<file path="src/rtl/multicycle_ctrl.sv">
// Main control FSM for the multicycle RV32I core: sequences memory, register file and ALU per instruction.
// Outputs are combinational from state and inputs; FETCH/MEMREAD/MEMWRITE stall on mem_ready; TRAP holds until reset.
module multicycle_ctrl (
  input  logic       clk,
  input  logic       reset,
  input  logic [6:0] op,
  input  logic [2:0] funct3,
  input  logic       funct7b5,
  input  logic       zero,
  input  logic       mem_ready,
  output logic       mem_req,
  output logic       adrsrc,
  output logic       memwrite,
  output logic       irwrite,
  output logic       pcwrite,
  output logic       regwrite,
  output logic [1:0] resultsrc,
  output logic [1:0] alusrca,
  output logic [1:0] alusrcb,
  output logic [1:0] immsrc,
  output logic [2:0] alucontrol,
  output logic       instr_done,
  output logic       illegal
);

  localparam logic [3:0] S_FETCH    = 4'd0;
  localparam logic [3:0] S_DECODE   = 4'd1;
  localparam logic [3:0] S_MEMADR   = 4'd2;
  localparam logic [3:0] S_MEMREAD  = 4'd3;
  localparam logic [3:0] S_MEMWB    = 4'd4;
  localparam logic [3:0] S_MEMWRITE = 4'd5;
  localparam logic [3:0] S_EXECR    = 4'd6;
  localparam logic [3:0] S_EXECI    = 4'd7;
  localparam logic [3:0] S_ALUWB    = 4'd8;
  localparam logic [3:0] S_BEQ      = 4'd9;
  localparam logic [3:0] S_JAL      = 4'd10;
  localparam logic [3:0] S_TRAP     = 4'd11;

  localparam logic [6:0] OP_LW   = 7'b0000011;
  localparam logic [6:0] OP_SW   = 7'b0100011;
  localparam logic [6:0] OP_R    = 7'b0110011;
  localparam logic [6:0] OP_BEQ  = 7'b1100011;
  localparam logic [6:0] OP_IALU = 7'b0010011;
  localparam logic [6:0] OP_JAL  = 7'b1101111;

  logic [3:0] state_q, state_d, cur;
  logic [1:0] aluop;
  logic       pcupdate, branch;
  logic       mem_req_c, memwrite_c, irwrite_c, regwrite_c, done_c;

  // While reset is held the decode behaves as FETCH; enables are masked below.
  assign cur = reset ? state_q : S_FETCH;

  always_comb begin
    state_d    = state_q;
    mem_req_c  = 1'b0;
    adrsrc     = 1'b0;
    memwrite_c = 1'b0;
    irwrite_c  = 1'b0;
    regwrite_c = 1'b0;
    done_c     = 1'b0;
    pcupdate   = 1'b0;
    branch     = 1'b0;
    resultsrc  = 2'b00;
    alusrca    = 2'b00;
    alusrcb    = 2'b00;
    aluop      = 2'b00;
    illegal    = 1'b0;
    case (cur)
      S_FETCH: begin
        mem_req_c = 1'b1;
        alusrcb   = 2'b10;
        resultsrc = 2'b10;
        irwrite_c = mem_ready;
        pcupdate  = mem_ready;
        if (mem_ready) state_d = S_DECODE;
      end
      S_DECODE: begin
        alusrca = 2'b01;
        alusrcb = 2'b01;
        case (op)
          OP_LW, OP_SW: state_d = S_MEMADR;
          OP_R:         state_d = S_EXECR;
          OP_IALU:      state_d = S_EXECI;
          OP_BEQ:       state_d = S_BEQ;
          OP_JAL:       state_d = S_JAL;
          default:      state_d = S_TRAP;
        endcase
      end
      S_MEMADR: begin
        alusrca = 2'b10;
        alusrcb = 2'b01;
        state_d = (op == OP_LW) ? S_MEMREAD : S_MEMWRITE;
      end
      S_MEMREAD: begin
        mem_req_c = 1'b1;
        adrsrc    = 1'b1;
        if (mem_ready) state_d = S_MEMWB;
      end
      S_MEMWB: begin
        resultsrc  = 2'b01;
        regwrite_c = 1'b1;
        done_c     = 1'b1;
        state_d    = S_FETCH;
      end
      S_MEMWRITE: begin
        mem_req_c  = 1'b1;
        adrsrc     = 1'b1;
        memwrite_c = 1'b1;
        done_c     = mem_ready;
        if (mem_ready) state_d = S_FETCH;
      end
      S_EXECR: begin
        alusrca = 2'b10;
        aluop   = 2'b10;
        state_d = S_ALUWB;
      end
      S_EXECI: begin
        alusrca = 2'b10;
        alusrcb = 2'b01;
        aluop   = 2'b10;
        state_d = S_ALUWB;
      end
      S_ALUWB: begin
        regwrite_c = 1'b1;
        done_c     = 1'b1;
        state_d    = S_FETCH;
      end
      S_BEQ: begin
        alusrca = 2'b10;
        aluop   = 2'b01;
        branch  = 1'b1;
        done_c  = 1'b1;
        state_d = S_FETCH;
      end
      S_JAL: begin
        alusrca  = 2'b01;
        alusrcb  = 2'b10;
        pcupdate = 1'b1;
        state_d  = S_ALUWB;
      end
      S_TRAP: begin
        illegal = 1'b1;
        state_d = S_TRAP;
      end
      default: state_d = S_FETCH;
    endcase
  end

  assign mem_req    = reset & mem_req_c;
  assign memwrite   = reset & memwrite_c;
  assign irwrite    = reset & irwrite_c;
  assign regwrite   = reset & regwrite_c;
  assign instr_done = reset & done_c;
  assign pcwrite    = reset & (pcupdate | (branch & zero));

  always_comb begin
    case (op)
      OP_SW:   immsrc = 2'b01;
      OP_BEQ:  immsrc = 2'b10;
      OP_JAL:  immsrc = 2'b11;
      default: immsrc = 2'b00;
    endcase
  end

  // Subtract only for R-type (op[5]) with funct7b5; addi ignores funct7b5.
  always_comb begin
    alucontrol = 3'b000;
    case (aluop)
      2'b01: alucontrol = 3'b001;
      2'b10: begin
        case (funct3)
          3'b000:  alucontrol = (op[5] & funct7b5) ? 3'b001 : 3'b000;
          3'b010:  alucontrol = 3'b101;
          3'b110:  alucontrol = 3'b011;
          3'b111:  alucontrol = 3'b010;
          default: alucontrol = 3'b000;
        endcase
      end
      default: alucontrol = 3'b000;
    endcase
  end

  always_ff @(posedge clk) begin
    if (!reset) state_q <= S_FETCH;
    else        state_q <= state_d;
  end

endmodule

</file>
<file path="config.mk">
export PLATFORM = sky130hd
export DESIGN_NAME = multicycle_ctrl
export DESIGN_NICKNAME = d
export VERILOG_FILES = /design/src/rtl/multicycle_ctrl.sv
export SDC_FILE = /design/constraint.sdc
export NUM_CORES = 1
export LEC_CHECK = 0
export CORE_ASPECT_RATIO = 0.8
export CORE_MARGIN = 2
export CORE_UTILIZATION = 26
export CTS_CLUSTER_SIZE = 8
export DETAILED_ROUTE_END_ITERATION = 12
export SYNTH_ARGS = -nofsm -noshare
export SYNTH_HDL_FRONTEND = slang
export SYNTH_SLANG_ARGS = --single-unit
</file>
<file path="constraint.sdc">
create_clock -name clk -period 2.3 [get_ports clk]
set_clock_uncertainty 0.15 [all_clocks]
set_input_delay 0.345 -clock clk [delete_from_list [all_inputs] [get_ports clk]]
set_output_delay 0.345 -clock clk [all_outputs]
set_load 0.01 [all_outputs]
</file>
Word-level counts from Yosys, hierarchy flattened
Index checks and enable logic that the tools add are counted.
- register bits after elaboration: 4
- bits of input ports: 15
- output and inout port bits: 19
- word-level logic and storage cells: 73
- eq/ne operators: 25
- multiplexer cells: 24
- bitwise gates (word level): 9
- reductions and logical operators: 14
- operators with widths (cell ; count):
    4-bit case mux with 7 select lines ; 1
    4-bit case mux with 5 select lines ; 1
    4-bit by 3-bit equality test with 1-bit output (second input constant) ; 4
    4-bit equality test (second input constant) ; 4
    4-bit 2-to-1 mux ; 4
    2-bit case mux with 2 select lines ; 4
    7-bit by 6-bit equality test with 1-bit output (second input constant) ; 2
    7-bit equality test (second input constant) ; 2
    3-bit case mux with 4 select lines ; 1
    2-bit OR reduction ; 6
    3-bit OR reduction ; 4
    1-bit AND ; 8
    4-bit by 2-bit equality test with 1-bit output (second input constant) ; 2
    1-bit 2-to-1 mux ; 8
    7-bit by 2-bit equality test with 1-bit output (second input constant) ; 1
    7-bit by 5-bit equality test with 1-bit output (second input constant) ; 1
    3-bit equality test (second input constant) ; 2
    2-bit inequality test (second input constant) ; 3
    2-bit case mux with 3 select lines ; 1
    3-bit case mux with 2 select lines ; 1
    4-bit by 1-bit equality test with 1-bit output (second input constant) ; 1
    4-bit zero test ; 1
    1-bit case mux with 2 select lines ; 2
    4-bit OR reduction ; 1
    7 further kinds ; 7

Longest topological paths before layout
Gate-level depths: netlist of the first run.
- depth in word-level cells: 6
- gate-level depth with buffers: 8
- gate-level depth less buffers: 7

Worst setup path after synthesis of the first run
Ideal clock, no wire load.
- path kind: reg-to-output
- from: register state_q[2]
- to: output port alucontrol[2]
- arrival: 1.636 ns
- required time: 1.805 ns
- slack: 0.169 ns
- cell stages (with the launch flop): 7
- path buffers: 2
- cell sequence: dfxtp_1 clkbuf_1 buf_2 nand2_1 nor2_1 ha_1 nor4_1
- cells in the longest elaborated chain, start to end: 6
- elaborated cells on any way between the ends: 9
- those cells by class: eq/ne (5); mux (3); reduce/logical (1)
- RTL lines (element ; line ; text):
    start, declared ; 46 ; logic [3:0] state_q, state_d, cur;
    start signal, assigned ; 186 ; else state_q <= state_d;
    4-bit 2-to-1 mux (*) ; 52 ; assign cur = reset ? state_q : S_FETCH;
    4-bit by 3-bit equality test with 1-bit output ; 69 ; case (cur)
    2-bit OR reduction (no source line) ; -- ;
    2-bit case mux with 2 select lines (*) ; 69 ;
    2-bit equality test or 2-bit by 1-bit equality test with 1-bit output (tied branches) ; 169 ; case (aluop)
    3-bit case mux with 2 select lines (*) ; 169 ;
    end, declared ; 21 ; output logic [2:0] alucontrol,
Every way passes the cells marked *; elsewhere a longest branch is shown, timed or not.

Final worst setup path of the first run
- from: register state_q[1]
- to: output port alusrca[1]
- cells in the longest elaborated chain, start to end: 4
- elaborated cells on any way between the ends: 10
- those cells by class: eq/ne (6); mux (2); reduce/logical (2)
- RTL lines (element ; line ; text):
    4-bit 2-to-1 mux (*) ; 52 ;
    4-bit by 3-bit equality test with 1-bit output (tied with other cells) ; 69 ;
    4-bit OR reduction (no source line) or 2-bit OR reduction (tied branches) ; -- ;
    2-bit case mux with 2 select lines (*) ; 69 ;
    end, declared ; 18 ; output logic [1:0] alusrca,
Marks and branches as above.

==> flow_summary.yaml, run 1 <==
yosys:
  yosysWarnings: 0
  synthArstFlopShare: 0
  synthesis.nets: 129
  seq_area_frac_synth: 0.114
  synth-seq-cells: 4
  avgSynthCellArea_um2: 6.27
  synth_area_um2: 702
  synth-edff-count: 0
  yosys_most_used_dff: "dfxtp_1"
  ys_types: 36
  synthCells: 112
grt:
  antenna_found_initial: 0
  grt_pass1_vias: 898
  overflow: 0
  grt_pass1_wl_um: 3760
  grtUsageTotal: 0.152
  grt_max_degree: 16
route:
  num_vias: 998
  postRouteAntennaNets: 0
  first_pass_iters: 4
  drtIter0Drc: 34
  wl_um: 2370
  detail_route.wl_per_cell_um: 11.6
  drc: 0
  vias_per_cell: 4.89
power_and_ir_drop:
  cellLeakagePower_uw: 0.000600
  ir_drop_mv: 0.278
  power_density_nw_per_um2: 578
worst_setup_path:
  worst-path-buf-inv: 2
  worstSetupPathType: "flip-flop to output pin"
  r2r_cells: 7
  path_delay_family: "buffers and inverters"
  required_ns: 1.80
  ff2ff_setup_slack_ns: 0.53
  cp-end-kind: "output pin"
  cp_slowest_cell: "clkdlybuf4s50_1"
  r2r-start: "state_q[0]$_SDFFE_PN0P_"
  critPathMaxFanout: 4
  arrival_ns: 1.70
  reg2reg_to: "state_q[0]$_SDFFE_PN0P_"
  cp-start-kind: "flip-flop"
  slowest_delay_ns: 0.47
  cp_cell_sequence: "and2b_1 > buf_4 > nand2_1 > o21ai_0 > and2_1 > clkdlybuf4s50_1"
die:
  chipHeight_um: 50.5
  num_rows: 16
  ios: 34
  core-area_um2: 2500
  fp.dieW_um: 62.1
  die_area_um2: 3130
  floorplan.initialDensity: 0.280
clock_network:
  clk_latency_ns: 0.23
  hold_buffers: 0
  cts_max_level: 1
  cts_made_buffers: 3
  clock-sinks: 4
  cts_tree: "yes"
  cts_buffer_depth: 2
  root_buffer: "clkbuf_4"
  clk_pin_slew_ns: 0.04
finish:
  top_regs: "state_q x4"
  area_growth_pct: 85.0
  layout_common_cells: "buf_4, clkdlybuf4s50_1, nor2_1"
  final_cells: 204
  nets: 187
  largest_register_ffs: 4
  antenna_cells: 0
  drive_above_1_share: 0.250
  final_common_cell: "buf_4"
  largest-register: "state_q"
timing:
  fin_crit_ns: 2.20
  relSlewSlack: 0.759
  tns_ns: 0
  drv_slew: 0
  worst_pin_slew_ns: 0.358
  setup_viol: 0
  maxClockFrequency_mhz: 455
  hold_viol_final: 0
  post-route-period-util: 0.956
placed_design:
  hpwl_um: 1720
  io_buffers: 33
  gp_congestion: 0.818
  place_inst: 198
worst_hold_path:
  hp-class: "flip-flop to flip-flop"
  min_to: "state_q[3]$_SDFFE_PN0P_"
  worstHoldPathCells: 2
  hold_path.startpoint: "state_q[1]$_SDFFE_PN0P_"
run_status:
  outcome: "finished, final reports clean"
job:
  cap_violations: 0
==> worst max-delay path by stage <==
stage | start | to | slack (ns) | depth (start not counted)
after CTS | state_q[1]$_SDFFE_PN0P_ | mem_req | -0.05 | 6
after detailed placement | reset | alucontrol[2] | -0.38 | 6
final | state_q[1]$_SDFFE_PN0P_ | alusrca[1] | 0.10 | 6
after global placement | reset | alucontrol[2] | -0.35 | 6
after global routing | state_q[2]$_SDFFE_PN0P_ | instr_done | -0.01 | 5
after floorplan | state_q[2]$_SDFFE_PN0P_ | alucontrol[2] | 0.17 | 6
==> metal layers <==
metal / up-vias / share of wire / track usage
met5: - / 0 / 0
met1: 447 / 0.48 / 0.214
li1: 518 / - / -
met4: 0 / 0 / 0.0106
met2: 33 / 0.45 / 0.243
met3: 0 / 0.074 / 0.0335
==> cell families (layout without fill, tap and decap cells) <==
family	Yosys count	after routing	share of synthesized area
AO/OA/AOI/OAI	28	28	0.262
XOR/XNOR	2	2	0.0250
adder cells (fa/ha/maj)	2	2	0.0356
buffers and inverters	14	70	0.0820
flip-flops	4	4	0.114
AND/OR/NAND/NOR	62	62	0.481
==> through the flow <==
stage / worst slack (ns) / cell area, um2 / total power [uW] / hold WS [ns] / util
2_1_floorplan: 0.169 / 702 / 384 / 0.364 / -
3_3_place_gp: -0.350 / 1230 / 629 / 0.405 / 0.492
3_5_place_dp: -0.385 / 1230 / 630 / 0.397 / 0.492
4_1_cts: -0.0473 / 1260 / 715 / 0.423 / 0.504
5_1_grt: -0.00981 / 1300 / 820 / 0.478 / 0.519
6_report: 0.102 / 1300 / 750 / 0.436 / 0.519
==> cell type report <==
type,count,area [um2]
sequential,4,81.3
timing repair buffer,61,544
tap,36,45.0
multi-input combinational,94,583
fill,249,1200
clock buffer,3,22.5
inverter,6,22.5
==> synthesized netlist by cell type, types with 2 or more instances <==
master / number / area [um2]
a21oi_1: 8 / 40.0
nor2_1: 12 / 45.0
nor2b_1: 3 / 18.8
nand2b_1: 9 / 56.3
inv_1: 6 / 22.5
nand3_1: 2 / 10.0
o21ai_0: 3 / 15.0
nand2_1: 10 / 37.5
ha_1: 2 / 25.0
nor4_1: 4 / 25.0
dfxtp_1: 4 / 80.1
xor2_1: 2 / 17.5
nand3b_1: 3 / 22.5
buf_2: 4 / 20.0
a31oi_1: 3 / 18.8
nor3_1: 9 / 45.0
a211oi_1: 4 / 30.0
or3_1: 3 / 18.8
clkbuf_1: 4 / 15.0
==> worst min-delay path: stages, from the launching register on <==
cell and delay [ns]:
dfxtp_1 0.33, nand2_1 0.12, a31oi_1 0.09
==> power by group <==
group / leakage, uW / total [uW] / switching [uW] / internal, uW
Combinational: 0.000553 / 561 / 265 / 295
Clock: 0.0000138 / 89.7 / 31.2 / 58.6
Sequential: 0.0000333 / 100 / 13.7 / 86.4
==> timing repair <==
| action | 4_1_cts | 5_1_grt |
|---|---|---|
| setup endpoints to repair | 14 | 6 |
| pin swaps | 1 | 0 |
| buffers inserted | 1 | 2 |
| resized for setup | 16 | 12 |
(Power assumes the default switching activity.)
==> run 2, diff against run 1 <==
--- a/config.mk
+++ b/config.mk
@@ -8,6 +8,7 @@
 export CORE_ASPECT_RATIO = 0.8
 export CORE_MARGIN = 2
 export CORE_UTILIZATION = 26
+export CTS_BUF_LIST = sky130_fd_sc_hd__clkbuf_16
 export CTS_CLUSTER_SIZE = 8
 export DETAILED_ROUTE_END_ITERATION = 12
 export SYNTH_ARGS = -nofsm -noshare
==> flow_summary.yaml, run 2 (synthesized netlist as in run 1, its figures left out) <==
worst_setup_path:
  worstSetupPathType: "flip-flop to output pin"
  arrival_ns: 1.69
  critPathMaxFanout: 4
  cp_cell_sequence: "and2b_1 > buf_4 > nand2_1 > o21ai_0 > and2_1 > clkdlybuf4s50_1"
  cp_slowest_cell: "clkdlybuf4s50_1"
  required_ns: 1.80
  cp-end-kind: "output pin"
  cp-start-kind: "flip-flop"
  slowest_delay_ns: 0.47
worst_hold_path:
  hp-class: "flip-flop to flip-flop"
die:
  ios: 34
  die_area_um2: 3130
  num_rows: 16
  floorplan.initialDensity: 0.280
  core-area_um2: 2500
  fp.dieW_um: 62.1
  chipHeight_um: 50.5
route:
  drc: 0
  detail_route.wl_per_cell_um: 12.2
  vias_per_cell: 4.90
  num_vias: 1000
  drtIter0Drc: 28
  wl_um: 2490
  first_pass_iters: 4
  postRouteAntennaNets: 0
power_and_ir_drop:
  power_density_nw_per_um2: 707
  switching_share: 0.359
  power_frac_comb: 0.605
  ir_drop_mv: 0.355
  p_clk_frac: 0.289
  seqPwrFrac: 0.105
  cellLeakagePower_uw: 0.000610
  internal-power_uw: 611
  power.switching_uw: 343
clock_network:
  cts_made_buffers: 3
  clk_latency_ns: 0.23
  hold_buffers: 0
  root_buffer: "clkbuf_16"
  clock-sinks: 4
  clk_pin_slew_ns: 0.03
  cts_buffer_depth: 2
  cts_tree: "yes"
  cts_max_level: 1
timing:
  setup_viol: 0
  hold_ws_ns: 0.461
  maxClockFrequency_mhz: 458
  worst_pin_slew_ns: 0.339
  drv_slew: 0
  hold_viol_final: 0
  relSlewSlack: 0.772
  fin_crit_ns: 2.18
  post-route-period-util: 0.950
  rsz0062_at_grt: "false"
grt:
  grt_pass1_wl_um: 4050
  grt_pass1_vias: 946
  grtUsageMet2: 0.264
  overflow: 0
  antenna_found_initial: 0
  grt_util_met1: 0.225
  grtUsageTotal: 0.168
  groute.layer.met3.usage: 0.0412
  grt_max_degree: 16
  grt-busiest-layer: "met2"
finish:
  layout_common_cells: "buf_4, clkdlybuf4s50_1, nor2_1"
  final_common_cell: "buf_4"
  largest-register: "state_q"
  drive_above_1_share: 0.262
  nets: 187
  area_growth_pct: 92.2
  antenna_cells: 0
  largest_register_ffs: 4
  final_util: 0.539
  top_regs: "state_q x4"
job:
  cap_violations: 0
placed_design:
  gp_congestion: 0.818
  hpwl_um: 1720
  io_buffers: 33
run_status:
  outcome: "finished, final reports clean"
[run 2: path summary, 6_finish.rpt]
kind,from,end,slack (ns),cells past startpoint
worst max-delay path,state_q[1]$_SDFFE_PN0P_,alusrca[1],0.12,6
worst max register to register,state_q[3]$_SDFFE_PN0P_,state_q[0]$_SDFFE_PN0P_,0.56,6
worst min register to register,state_q[1]$_SDFFE_PN0P_,state_q[3]$_SDFFE_PN0P_,0.46,2
worst min-delay path,state_q[1]$_SDFFE_PN0P_,state_q[3]$_SDFFE_PN0P_,0.46,2
[run 2: cell type report]
| cell class | count | area (um2) |
|---|---|---|
| clock buffer | 3 | 75.1 |
| fill | 247 | 1150 |
| inverter | 6 | 22.5 |
| multi-input combinational | 94 | 586 |
| sequential | 4 | 81.3 |
| tap | 36 | 45.0 |
| timing repair buffer | 61 | 539 |
[run 2: routing by layer]
layer  part of all wire  wire [um]  vias to the layer above
met2               0.45       1130                       35
met5                  0          0                        -
li1                   -          -                      521
met1               0.47       1180                      444
met4                  0          0                        0
met3              0.072        179                        0
[run 2: what timing repair did]
action / CTS / global route
gates resized for setup: 23 / 7
gates cloned: 0 / 0
pin swaps: 0 / 0
setup endpoints to repair: 14 / 4
setup buffers: 0 / 3
endpoints found under the hold margin: 0 / 0
[run 2: worst max-delay path: cells and delay by family, from the launching register on]
kind / cells / cell delay [ns]
simple gates: 3 / 0.42
buf+inv: 2 / 0.62
flops: 1 / 0.36
compound gates: 1 / 0.07
[run 2: metrics by stage]
stage | setup WS (ns) | setup TNS (ns) | cells | area [um2] | total power [uW]
floorplan | 0.169 | 0 | 112 | 702 | 384
global placement | -0.350 | -1.44 | 198 | 1230 | 629
detailed placement | -0.385 | -1.53 | 198 | 1230 | 630
CTS | 0.00440 | 0 | 201 | 1310 | 910
global route | 0.00346 | 0 | 204 | 1350 | 1030
finish | 0.116 | 0 | 204 | 1350 | 954
[run 2: power by group through the flow]
stage | Clock, uW | Combinational, uW | Sequential, uW
3_3_place_gp | 0 | 530 | 98.8
4_1_cts | 275 | 537 | 98.6
5_1_grt | 286 | 643 | 103
3_5_place_dp | 0 | 531 | 98.5
6_report | 276 | 577 | 100
2_1_floorplan | 0 | 282 | 102
==> run 3, diff against run 2 <==
--- a/config.mk
+++ b/config.mk
@@ -11,6 +11,7 @@
 export CTS_BUF_LIST = sky130_fd_sc_hd__clkbuf_16
 export CTS_CLUSTER_SIZE = 8
 export DETAILED_ROUTE_END_ITERATION = 12
+export SLEW_MARGIN = 20
 export SYNTH_ARGS = -nofsm -noshare
 export SYNTH_HDL_FRONTEND = slang
 export SYNTH_SLANG_ARGS = --single-unit
==> results of run 3 <==
Final layout, timing and power as in run 2 (identical DEF).
